[src/rtl/icache.sv]
`default_nettype none
// ============================================================================
// Module      : icache
// Description : Direct-mapped instruction cache. One-cycle hits; a miss fills
//               the whole 16-byte line with four word reads through the
//               memory controller, then returns the requested instruction.
//               Honours the global rdy stall and the rollback flush.
// Revision    : 1.0 - initial release
// ============================================================================
module icache #(
    parameter int INDEX_BITS = 4,
    parameter int ADDR_W     = 32
) (
    input  logic              clk,
    input  logic              rst,
    input  logic              rdy,
    input  logic              rollback,
    input  logic              if_valid,
    input  logic [ADDR_W-1:0] if_pc,
    output logic              ic_ready,
    output logic              ic_valid,
    output logic [31:0]       ic_inst,
    output logic [ADDR_W-1:0] ic_pc,
    output logic              mc_req,
    output logic [ADDR_W-1:0] mc_addr,
    input  logic              mc_done,
    input  logic [31:0]       mc_data
);

    localparam int LINES = 1 << INDEX_BITS;
    localparam int TAG_W = ADDR_W - 4 - INDEX_BITS;

    typedef enum logic [1:0] {
        S_IDLE = 2'd0,
        S_FILL = 2'd1,
        S_RESP = 2'd2
    } state_t;

    state_t                r_state;
    logic [LINES-1:0]      r_valid;
    logic [TAG_W-1:0]      r_tag  [0:LINES-1];
    logic [31:0]           r_data [0:LINES*4-1];
    logic [ADDR_W-1:0]     r_pc;
    logic [1:0]            r_fill_cnt;
    logic                  r_discard;

    // Request-side address split and lookup
    logic [INDEX_BITS-1:0] w_req_idx;
    logic [TAG_W-1:0]      w_req_tag;
    logic [1:0]            w_req_off;
    logic                  w_hit;
    logic [31:0]           w_hit_word;

    // Fill-side address split (from the latched miss PC)
    logic [INDEX_BITS-1:0] w_fill_idx;
    logic [TAG_W-1:0]      w_fill_tag;
    logic                  w_fill_we;
    logic [31:0]           w_resp_word;

    // Byte-offset bits of the fetch PC carry no information for word fetches
    logic                  w_unused;

    assign w_req_idx  = if_pc[4+INDEX_BITS-1:4];
    assign w_req_tag  = if_pc[ADDR_W-1:4+INDEX_BITS];
    assign w_req_off  = if_pc[3:2];
    assign w_hit      = r_valid[w_req_idx] && (r_tag[w_req_idx] == w_req_tag);
    assign w_hit_word = r_data[{w_req_idx, w_req_off}];

    assign w_fill_idx = r_pc[4+INDEX_BITS-1:4];
    assign w_fill_tag = r_pc[ADDR_W-1:4+INDEX_BITS];
    assign w_fill_we  = rdy && (r_state == S_FILL) && mc_done;
    // The last fill word is written on the edge that enters RESP, so the
    // array already holds it here and no bypass path is needed.
    assign w_resp_word = r_data[{w_fill_idx, r_pc[3:2]}];

    assign ic_ready = (r_state == S_IDLE);
    assign w_unused = &{1'b0, if_pc[1:0]};

    // Line data and tag storage: written only while filling, never reset
    always_ff @(posedge clk) begin
        if (w_fill_we) begin
            r_data[{w_fill_idx, r_fill_cnt}] <= mc_data;
            if (r_fill_cnt == 2'd3) begin
                r_tag[w_fill_idx] <= w_fill_tag;
            end
        end
    end

    // Control FSM: lookup, line fill sequencing, response and flush handling
    always_ff @(posedge clk or posedge rst) begin
        if (rst) begin
            r_state    <= S_IDLE;
            r_valid    <= '0;
            r_pc       <= '0;
            r_fill_cnt <= 2'd0;
            r_discard  <= 1'b0;
            ic_valid   <= 1'b0;
            ic_inst    <= 32'd0;
            ic_pc      <= '0;
            mc_req     <= 1'b0;
            mc_addr    <= '0;
        end else if (rdy) begin
            ic_valid <= 1'b0;
            case (r_state)
                S_IDLE: begin
                    r_discard <= 1'b0;
                    if (if_valid && !rollback) begin
                        if (w_hit) begin
                            ic_valid <= 1'b1;
                            ic_inst  <= w_hit_word;
                            ic_pc    <= {if_pc[ADDR_W-1:2], 2'b00};
                        end else begin
                            r_pc               <= {if_pc[ADDR_W-1:2], 2'b00};
                            r_fill_cnt         <= 2'd0;
                            mc_req             <= 1'b1;
                            mc_addr            <= {if_pc[ADDR_W-1:4], 4'b0000};
                            r_valid[w_req_idx] <= 1'b0;
                            r_state            <= S_FILL;
                        end
                    end
                end
                S_FILL: begin
                    // The memory transaction cannot be aborted; a flush only
                    // suppresses the eventual response.
                    if (rollback) begin
                        r_discard <= 1'b1;
                    end
                    if (mc_done) begin
                        if (r_fill_cnt != 2'd3) begin
                            r_fill_cnt <= r_fill_cnt + 2'd1;
                            mc_addr    <= mc_addr + ADDR_W'(4);
                        end else begin
                            mc_req              <= 1'b0;
                            r_valid[w_fill_idx] <= 1'b1;
                            r_state             <= S_RESP;
                        end
                    end
                end
                S_RESP: begin
                    if (!(r_discard || rollback)) begin
                        ic_valid <= 1'b1;
                        ic_inst  <= w_resp_word;
                        ic_pc    <= r_pc;
                    end
                    r_discard <= 1'b0;
                    r_state   <= S_IDLE;
                end
                default: begin
                    r_state <= S_IDLE;
                end
            endcase
        end
    end

endmodule
`default_nettype wire

[config.mk]
export PLATFORM = sky130hd
export DESIGN_NAME = icache
export DESIGN_NICKNAME = d
export VERILOG_FILES = /design/src/rtl/icache.sv
export SDC_FILE = /design/constraint.sdc
export NUM_CORES = 2
export LEC_CHECK = 0
export ABC_CLOCK_PERIOD_IN_PS = 5600
export BUFFER_PORTS_ARGS = -buffer_cell sky130_fd_sc_hd__buf_2
export CAP_MARGIN = 20
export CORE_MARGIN = 2
export CORE_UTILIZATION = 40
export DETAILED_ROUTE_END_ITERATION = 16
export PLACE_DENSITY_LB_ADDON = 0.15
export RECOVER_POWER = 25
export SLEW_MARGIN = 5
export SYNTH_ARGS = -nofsm -noshare
export SYNTH_HDL_FRONTEND = slang
export SYNTH_SLANG_ARGS = --single-unit
[constraint.sdc]
create_clock -name clk -period 5.6 [get_ports clk]
set_clock_uncertainty 0.2 [all_clocks]
set_input_delay 0 -clock clk [delete_from_list [all_inputs] [get_ports clk]]
set_output_delay 0 -clock clk [all_outputs]
set_load 0.01 [all_outputs]
==> results.cfg <==
[place]
dp_slack_ns = 0.721
gp_congestion = 0.843
placed_cells = 9572
dp_hpwl_um = 247000
portBuffers = 162

[pwr]
power.leakage_nw = 42.7
power.density_mw_per_mm2 = 419
peakVddDrop_mv = 0.327
total_power_mw = 56.3

[global_route]
grt_overflow = 0
grt_pass1_wl_um = 583000
antenna_found_initial = 38
grt_pass1_vias = 67641
grt_use_total_pct = 29.1
grt_max_degree = 89

[clock_tree]
cts_buffers = 293
cts_post_setup_buffers_inserted = 0
cts_tree = built
ctsResizeCount = 0
clk_pin_slew_ns = 0.06
clkLatencyLatePin_ns = 0.93
cts_root_buf = clkbuf_16
clock-sinks = 2577
clockBufferDepth = 4
htree_levels = 5

[synthesis]
synth-main-ff-cell = edfxtp_1
syn_area_per_cell_um2 = 20.2
synth-edff-count = 2432
synth_top_cell_by_area = edfxtp_1
syn-cell-area_mm2 = 0.116
synth.area.top_cells = edfxtp_1, mux4_2, dfrtp_1
ys_seq_area_share_pct = 66.0
yosysMostFrequentCell = edfxtp_1
netlist_instances = 5746
async_flop_share_pct = 5.63
yosys_warnings = 0
synth.distinct_cells = 73
synth_top_area_share_pct = 62.9
ys_ff_latch = 2577
synth_common_cells = edfxtp_1, mux4_2, clkbuf_1

[timing]
fin_setup_tns_ns = 0
setup_ws_ns = 1.01
slew_violations = 1460
rsz0062_at_grt = no
fin_crit_ns = 4.59
slew_headroom_pct = -75.3
max_freq_ghz = 0.218
period_share_pct = 81.9
hold_viol = 0
setup_viol = 0
worstMarginPinSlew_ns = 2.63

[critical_path]
path_cells = dlygate4sd3_1 > buf_8 > buf_4 > mux4_2 > xor2_1 > nor4_1 > o22ai_1 > nor4bb_1 > and4b_1 > nand4_2 > buf_4 > and2_1 > o221a_2
crit_fanout = 57
required_ns = 6.19
worstSetupStartpointType = input pin
crit_path_frequent_cell = buf_4
arrival_ns = 5.18
slowest_stage = buf_4
cp-startpoint = if_pc[4]
rr_worst_depth = 7
slowest_delay_ns = 0.63
critPathCaptureType = flip-flop
rrSetupSlack_ns = 1.23
r2r_end = r_data[35][18]
r2r_start = r_state[0]
worstSetupPathType = input pin to flip-flop

[drt]
dr.pass1.iters = 6
via_per_inst = 6.74
ant_nets = 0
via_count = 68901
drt_iter0_markers = 9925
route.detailed.drc = 0
routed_wl_um = 433000
wl_per_cell_um = 42.4

[finish]
multi_input_area_mm2 = 0.0382
fill_cells = 24156
fin_nets = 6269
area_delta_synth_final_pct = 15.7
final_cells = 10219
drive_above_1_share_pct = 35.6
seqCellArea_mm2 = 0.0767

[die]
core_area_mm2 = 0.288
io_pins = 169
dieArea_mm2 = 0.295
start_util_pct = 40.3
rows = 197
die_y_um = 543
die_w_um = 543

[run]
maxCapViolCount = 23

[min_path]
worstHoldPathCells = 5
hold_path_end = mc_addr[24]
holdCritStartpoint = if_pc[24]
hold_class = input pin to flip-flop

[status]
status = finished, violations left
violations = capacitance limit, slew limit
-- kinds of logic after synthesis --
kind of cell	share of synthesized area, %
compound gates	3.21
xor+xnor	0.204
fa+ha+maj	0.0216
buf+inv	1.75
flops	66.0
mux	26.4
other cells	0.00323
simple gates	2.42
-- worst max path at each step --
stage / endpoint
final: mc_addr[30]
after global routing: mc_addr[10]
after CTS: mc_addr[30]
after detailed placement: mc_addr[30]
after global placement: mc_addr[10]
after floorplan: r_data[30][0]
-- sequential cells by signal, summed over array words and instances (netlist names) --
name	flops
r_valid	16
mc_req	1
r_fill_cnt	2
r_discard	1
ic_pc	30
mc_addr	30
r_data	2048
ic_inst	32
ic_valid	1
r_state	2
r_tag	384
r_pc	30
-- metal layers --
metal  part of all wire, %  up-vias  wire, um  global-route usage, %
li1                      -    25770         -                      -
met1                    39    37981    168000                   40.0
met2                    47     4325    205000                   46.1
met3                   9.6      815     41600                   5.49
met4                   4.1       10     17800                   11.1
met5                 0.018        -        76                      0
-- metrics by stage --
stage | instance area [um^2] | utilization (%) | hold slack, ns
final | 134000 | 46.6 | 0.0237
after global routing | 134000 | 46.6 | 0.0587
after CTS | 134000 | 46.5 | 0.00244
after detailed placement | 124000 | 43.0 | -0.0343
after global placement | 124000 | 43.0 | -0.0411
after floorplan | 116000 | - | -0.110
-- repair_timing --
item / in CTS / in global routing
setup endpoints to repair: 0 / 0
hold endpoints to repair: 2334 / 47
hold buffers: 97 / 6
-- area by class of cell --
type | count | share of cell area (%)
Sequential cell | 2577 | 57.1
Timing Repair Buffer | 587 | 4.01
Antenna cell | 9 | 0.0168
Multi-Input combinational cell | 2709 | 28.4
Clock inverter | 143 | 0.914
Clock buffer | 384 | 5.92
Inverter | 29 | 0.0904
Tap cell | 3781 | 3.52
-- cell usage in the layout (no fill, tap or decap), types with 32 or more instances in the layout --
cell / synthesis / layout
edfxtp_1: 2432 / 2432
mux4_2: 1234 / 1234
clkbuf_16: 0 / 299
buf_4: 13 / 227
nand2_1: 210 / 206
mux2i_1: 146 / 146
dfrtp_1: 145 / 139
a21oi_1: 132 / 132
buf_2: 131 / 131
a22oi_1: 122 / 122
nor2_1: 206 / 107
dlygate4sd3_1: 0 / 103
clkbuf_1: 211 / 101
nor2_4: 0 / 91
buf_12: 0 / 89
o21ai_0: 76 / 76
mux2_2: 73 / 73
clkinv_1: 1 / 63
nand3_1: 53 / 53
mux2_1: 47 / 47
clkinv_2: 0 / 38
nand4_1: 33 / 33
nor3_1: 37 / 32
-- report_power, final --
| part | switching, mW | leakage [nW] | total [mW] | internal, mW |
|---|---|---|---|---|
| Clock | 8.09 | 4.48 | 18.7 | 10.7 |
| Sequential | 1.25 | 23.7 | 23.3 | 22.1 |
| Combinational | 7.77 | 14.5 | 14.2 | 6.48 |
-- critical path: cells and delay by family --
| family | cells | cell delay, ns |
|---|---|---|
| AOI/OAI and AO/OA | 2 | 0.60 |
| xor gates and xnor gates | 1 | 0.17 |
| buffers and inverters | 4 | 2.03 |
| muxes | 1 | 0.60 |
| and+or+nand+nor | 5 | 1.63 |
No activity file was read; power rests on OpenSTA's default activity.
